$ cat src/rtl/control_pkg.sv
// rtl/control_pkg.sv - RV32I opcode constants, ALU op classes and control bundle type
package control_pkg;

  localparam logic [6:0] OPCODE_R     = 7'b0110011;
  localparam logic [6:0] OPCODE_I     = 7'b0010011;
  localparam logic [6:0] OPCODE_L     = 7'b0000011;
  localparam logic [6:0] OPCODE_S     = 7'b0100011;
  localparam logic [6:0] OPCODE_B     = 7'b1100011;
  localparam logic [6:0] OPCODE_LUI   = 7'b0110111;
  localparam logic [6:0] OPCODE_AUIPC = 7'b0010111;
  localparam logic [6:0] OPCODE_JAL   = 7'b1101111;
  localparam logic [6:0] OPCODE_JALR  = 7'b1100111;

  localparam logic [2:0] ALU_OP_ADD    = 3'b000;
  localparam logic [2:0] ALU_OP_BRANCH = 3'b001;
  localparam logic [2:0] ALU_OP_R      = 3'b010;
  localparam logic [2:0] ALU_OP_I      = 3'b011;
  localparam logic [2:0] ALU_OP_PASS_B = 3'b100;

  typedef struct packed {
    logic       reg_write;
    logic [2:0] alu_op;
    logic       alu_src;
    logic       alu_data1;
    logic       mem_write;
    logic       mem_read;
    logic       men_to_reg;
    logic       branch;
    logic       jump;
    logic       illegal;
  } ctrl_t;

endpackage

$ cat src/rtl/control_decode.sv
// rtl/control_decode.sv - combinational opcode to control bundle decoder
import control_pkg::*;

module control_decode (
  input  logic [6:0] opcode,
  output ctrl_t      ctrl
);

  // Unknown opcodes fall through to an all-zero bundle flagged illegal
  always_comb begin
    ctrl         = '0;
    ctrl.illegal = 1'b1;
    case (opcode)
      OPCODE_R: begin
        ctrl.illegal   = 1'b0;
        ctrl.reg_write = 1'b1;
        ctrl.alu_op    = ALU_OP_R;
      end
      OPCODE_I: begin
        ctrl.illegal   = 1'b0;
        ctrl.reg_write = 1'b1;
        ctrl.alu_op    = ALU_OP_I;
        ctrl.alu_src   = 1'b1;
      end
      OPCODE_L: begin
        ctrl.illegal    = 1'b0;
        ctrl.reg_write  = 1'b1;
        ctrl.alu_op     = ALU_OP_ADD;
        ctrl.alu_src    = 1'b1;
        ctrl.mem_read   = 1'b1;
        ctrl.men_to_reg = 1'b1;
      end
      OPCODE_S: begin
        ctrl.illegal   = 1'b0;
        ctrl.alu_op    = ALU_OP_ADD;
        ctrl.alu_src   = 1'b1;
        ctrl.mem_write = 1'b1;
      end
      OPCODE_B: begin
        ctrl.illegal = 1'b0;
        ctrl.alu_op  = ALU_OP_BRANCH;
        ctrl.branch  = 1'b1;
      end
      OPCODE_LUI: begin
        ctrl.illegal   = 1'b0;
        ctrl.reg_write = 1'b1;
        ctrl.alu_op    = ALU_OP_PASS_B;
        ctrl.alu_src   = 1'b1;
      end
      OPCODE_AUIPC: begin
        ctrl.illegal   = 1'b0;
        ctrl.reg_write = 1'b1;
        ctrl.alu_op    = ALU_OP_ADD;
        ctrl.alu_src   = 1'b1;
        ctrl.alu_data1 = 1'b1;
      end
      OPCODE_JAL: begin
        ctrl.illegal   = 1'b0;
        ctrl.reg_write = 1'b1;
        ctrl.alu_op    = ALU_OP_ADD;
        ctrl.alu_src   = 1'b1;
        ctrl.alu_data1 = 1'b1;
        ctrl.jump      = 1'b1;
      end
      OPCODE_JALR: begin
        ctrl.illegal   = 1'b0;
        ctrl.reg_write = 1'b1;
        ctrl.alu_op    = ALU_OP_ADD;
        ctrl.alu_src   = 1'b1;
        ctrl.jump      = 1'b1;
      end
      default: ;
    endcase
  end

endmodule

$ cat src/rtl/control.sv
// rtl/control.sv - registered RV32I main control unit
import control_pkg::*;

module control (
  input  logic       clk_i,
  input  logic       rst_n_i,
  input  logic [6:0] opcode_i,
  output logic       reg_write_o,
  output logic [2:0] alu_op_o,
  output logic       alu_src_o,
  output logic       alu_data1_o,
  output logic       mem_write_o,
  output logic       mem_read_o,
  output logic       men_to_reg_o,
  output logic       branch_o,
  output logic       jump_o,
  output logic       illegal_o
);

  ctrl_t ctrl_d;
  ctrl_t ctrl_q;

  control_decode u_decode (
    .opcode (opcode_i),
    .ctrl   (ctrl_d)
  );

  // Output register loads every cycle; reset clears everything including illegal
  always_ff @(posedge clk_i) begin
    if (!rst_n_i) ctrl_q <= '0;
    else          ctrl_q <= ctrl_d;
  end

  assign reg_write_o  = ctrl_q.reg_write;
  assign alu_op_o     = ctrl_q.alu_op;
  assign alu_src_o    = ctrl_q.alu_src;
  assign alu_data1_o  = ctrl_q.alu_data1;
  assign mem_write_o  = ctrl_q.mem_write;
  assign mem_read_o   = ctrl_q.mem_read;
  assign men_to_reg_o = ctrl_q.men_to_reg;
  assign branch_o     = ctrl_q.branch;
  assign jump_o       = ctrl_q.jump;
  assign illegal_o    = ctrl_q.illegal;

endmodule

$ cat config.mk
export PLATFORM = sky130hd
export DESIGN_NAME = control
export DESIGN_NICKNAME = d
export VERILOG_FILES = /design/src/rtl/control_pkg.sv /design/src/rtl/control_decode.sv /design/src/rtl/control.sv
export SDC_FILE = /design/constraint.sdc
export NUM_CORES = 1
export LEC_CHECK = 0
export CAP_MARGIN = 20
export CORE_AREA = 2 2 39 41
export CTS_CLUSTER_SIZE = 28
export DETAILED_ROUTE_END_ITERATION = 8
export DIE_AREA = 0 0 41 43
export PLACE_DENSITY = 0.68
export REMOVE_ABC_BUFFERS = 1
export SYNTH_ARGS = -nofsm -noshare
export SYNTH_HDL_FRONTEND = slang
export SYNTH_SLANG_ARGS = --single-unit
$ cat constraint.sdc
create_clock -name clk_i -period 1.4 [get_ports clk_i]
set_input_delay 0.28 -clock clk_i [delete_from_list [all_inputs] [get_ports clk_i]]
set_output_delay 0.28 -clock clk_i [all_outputs]
set_load 0.1 [all_outputs]
==> run metrics <==
CTS Buf Count 3; GRT Residual Overflow 0; Seq/Total Area, Yosys 50.3%; Peak Freq 0.765 GHz; sw frac 25.7%; Pint 0.496 mW; clock root cell clkbuf_4; Setup crit start kind primary input; area post-placement 861 sq um; min-delay worst type in -> reg; clock share of power 30.9%; Static Leak 0.374 nW; RD Place Congestion 0.788; Mapped Cells 45; Slew @ Worst Pin 0.317 ns; Tot GR Track Use 15.6%; H-tree depth 1; FF+latch count, synth 11; Hold Fails Final Rpt 0; setup violators final 0; YS warnings 0; Core Box Area 1380 sq um; Post-DRT Antenna Nets 0; I/O Pins 21; vias per cell 4.82; Std-Cell Rows 14; Initial Util 31.6%; Net Switching 0.171 mW; combinational share of power 21.2%; Layout Nets 91; Flop pwr share 47.9%; die area 1760 sq um; total negative slack 0 ns; peak supply drop 0.000366 V; hpwl dp 924 um; RSZ-0062 raised after global routing no; top cell type's share of synthesized area 50.3%; crit path time final 1.31 ns; CP required 1.59 ns; CTS clk-pin slew, worst paths 0.07 ns; Slew Limit Fails 0; Post-Synthesis Cell Area 438 sq um; clock sink count 11; status finished, final reports clean; initial antenna violation count 0; Mapped Avg Cell Area 9.73 sq um; IO Port Bufs 20; via count 468; Die Y 43 um; Pwr per Cell Area 750 nW/um^2; fin crit share 93.4%; relative slew slack 78.8%; post-route cell area 891 sq um; Core Util, Final 64.4%; 1st-iter DRT viols 10; Worst setup EP type flop; vias in the first global route 445; # DRC 0; global-route wire length before repair 1850 um; Yosys top cell by area dfxtp_1; Netlist cell types 21; total power 0.668 mW; Ant. Diodes 0; Area Growth Syn to Fin 103%; layout cells sized above 1 42.0%; CTS Hold Bufs 0; Routed WL per cell 11.4 um; Synth area leaders dfxtp_1, buf_6, nor3_2; worst setup slack after layout 0.0926 ns; chip width 41 um; CP Data Arrival Time 1.50 ns; Detailed Routing Iterations Pass 1 4; critical path class in -> reg; max-cap viol count 0; CP Max Fanout 7; largest net degree at the start of global routing 9; final WL 1110 um; CTS tree done; CTS Buffer Depth 2; Place WS -0.186 ns
layout by cell type, fill, tap and decap left out, drive strengths merged:
master and n:
a2111oi 1, a21boi 1, a21oi 3, a32oi 1, and3b 1, buf 27, clkbuf 4, clkdlybuf4s50 7
dfxtp 11, dlymetal6s2s 1, inv 3, nand2 3, nand2b 1, nand3 3, nand4 1, nor2 5
nor3 2, nor4 2, o211ai 1, o21ai 1, o31a 1, or4 1
what timing repair did:
item / 4_1_cts / 5_1_grt
gates resized for setup: 0 / 2
endpoints found under the setup margin: 0 / 1
setup buffers: 0 / 0
metrics by stage:
stage / std cells / hold WS, ns
final: 97 / 0.444
after global placement: 93 / 0.746
after floorplan: 42 / 0.349
after global routing: 97 / 0.460
after CTS: 97 / 0.730
after detailed placement: 93 / 0.748
synthesized netlist by cell type, drive strengths merged:
cell type / count
o21ai: 1
o211ai: 1
a2111oi: 1
nand3: 3
nor2: 5
or4: 1
nor3: 2
and3b: 1
dfxtp: 11
nand2b: 1
buf: 3
nand2: 3
a32oi: 1
inv: 3
a21oi: 3
nand4: 1
nor4: 2
o31a: 1
a21boi: 1
worst max-delay path: stages:
cell,delay (ns)
clkdlybuf4s50_1,0.52
or4_4,0.58
nor3_2,0.11
area by class of cell:
| class | instances | area [sq um] |
|---|---|---|
| sequential | 11 | 220 |
| inverter | 3 | 11.3 |
| fill | 110 | 493 |
| clock buffer | 4 | 26.3 |
| multi-input combinational | 28 | 178 |
| timing repair buffer | 35 | 435 |
| tap | 16 | 20.0 |
sequential cells by signal, indices dropped and copies added, names as in the netlist:
signal / cells
men_to_reg_o: 1
reg_write_o: 1
alu_op_o: 3
alu_data1_o: 1
mem_write_o: 1
alu_src_o: 1
jump_o: 1
illegal_o: 1
branch_o: 1
cells by family after synthesis:
| family | Yosys count | synth area share, % |
|---|---|---|
| flip-flops | 11 | 50.3 |
| AO/OA/AOI/OAI | 9 | 14.0 |
| buffers and inverters | 6 | 9.43 |
| AND/OR/NAND/NOR | 19 | 26.3 |
power by group through the flow:
stage,Combinational [mW],Sequential [mW],Clock [mW]
floorplan,0.0217,0.355,0
global placement,0.138,0.327,0
detailed placement,0.141,0.327,0
CTS,0.142,0.320,0.213
global route,0.150,0.320,0.232
finish,0.141,0.320,0.206
layer usage:
layer | vias to the layer above | track usage, % | wire, um
li1 | 234 | - | -
met3 | 0 | 4.71 | 72
met4 | 0 | 6.00 | 0
met1 | 211 | 18.6 | 453
met2 | 23 | 25.0 | 580
met5 | - | 0 | 0
final timing paths:
kind	from	to	slack, ns	cells after the start
setup / recovery	opcode_i[3]	men_to_reg_o	0.09	3
hold / removal	opcode_i[4]	alu_op_o[2]	0.44	3
Note: power is estimated with default switching activity, not from simulation.
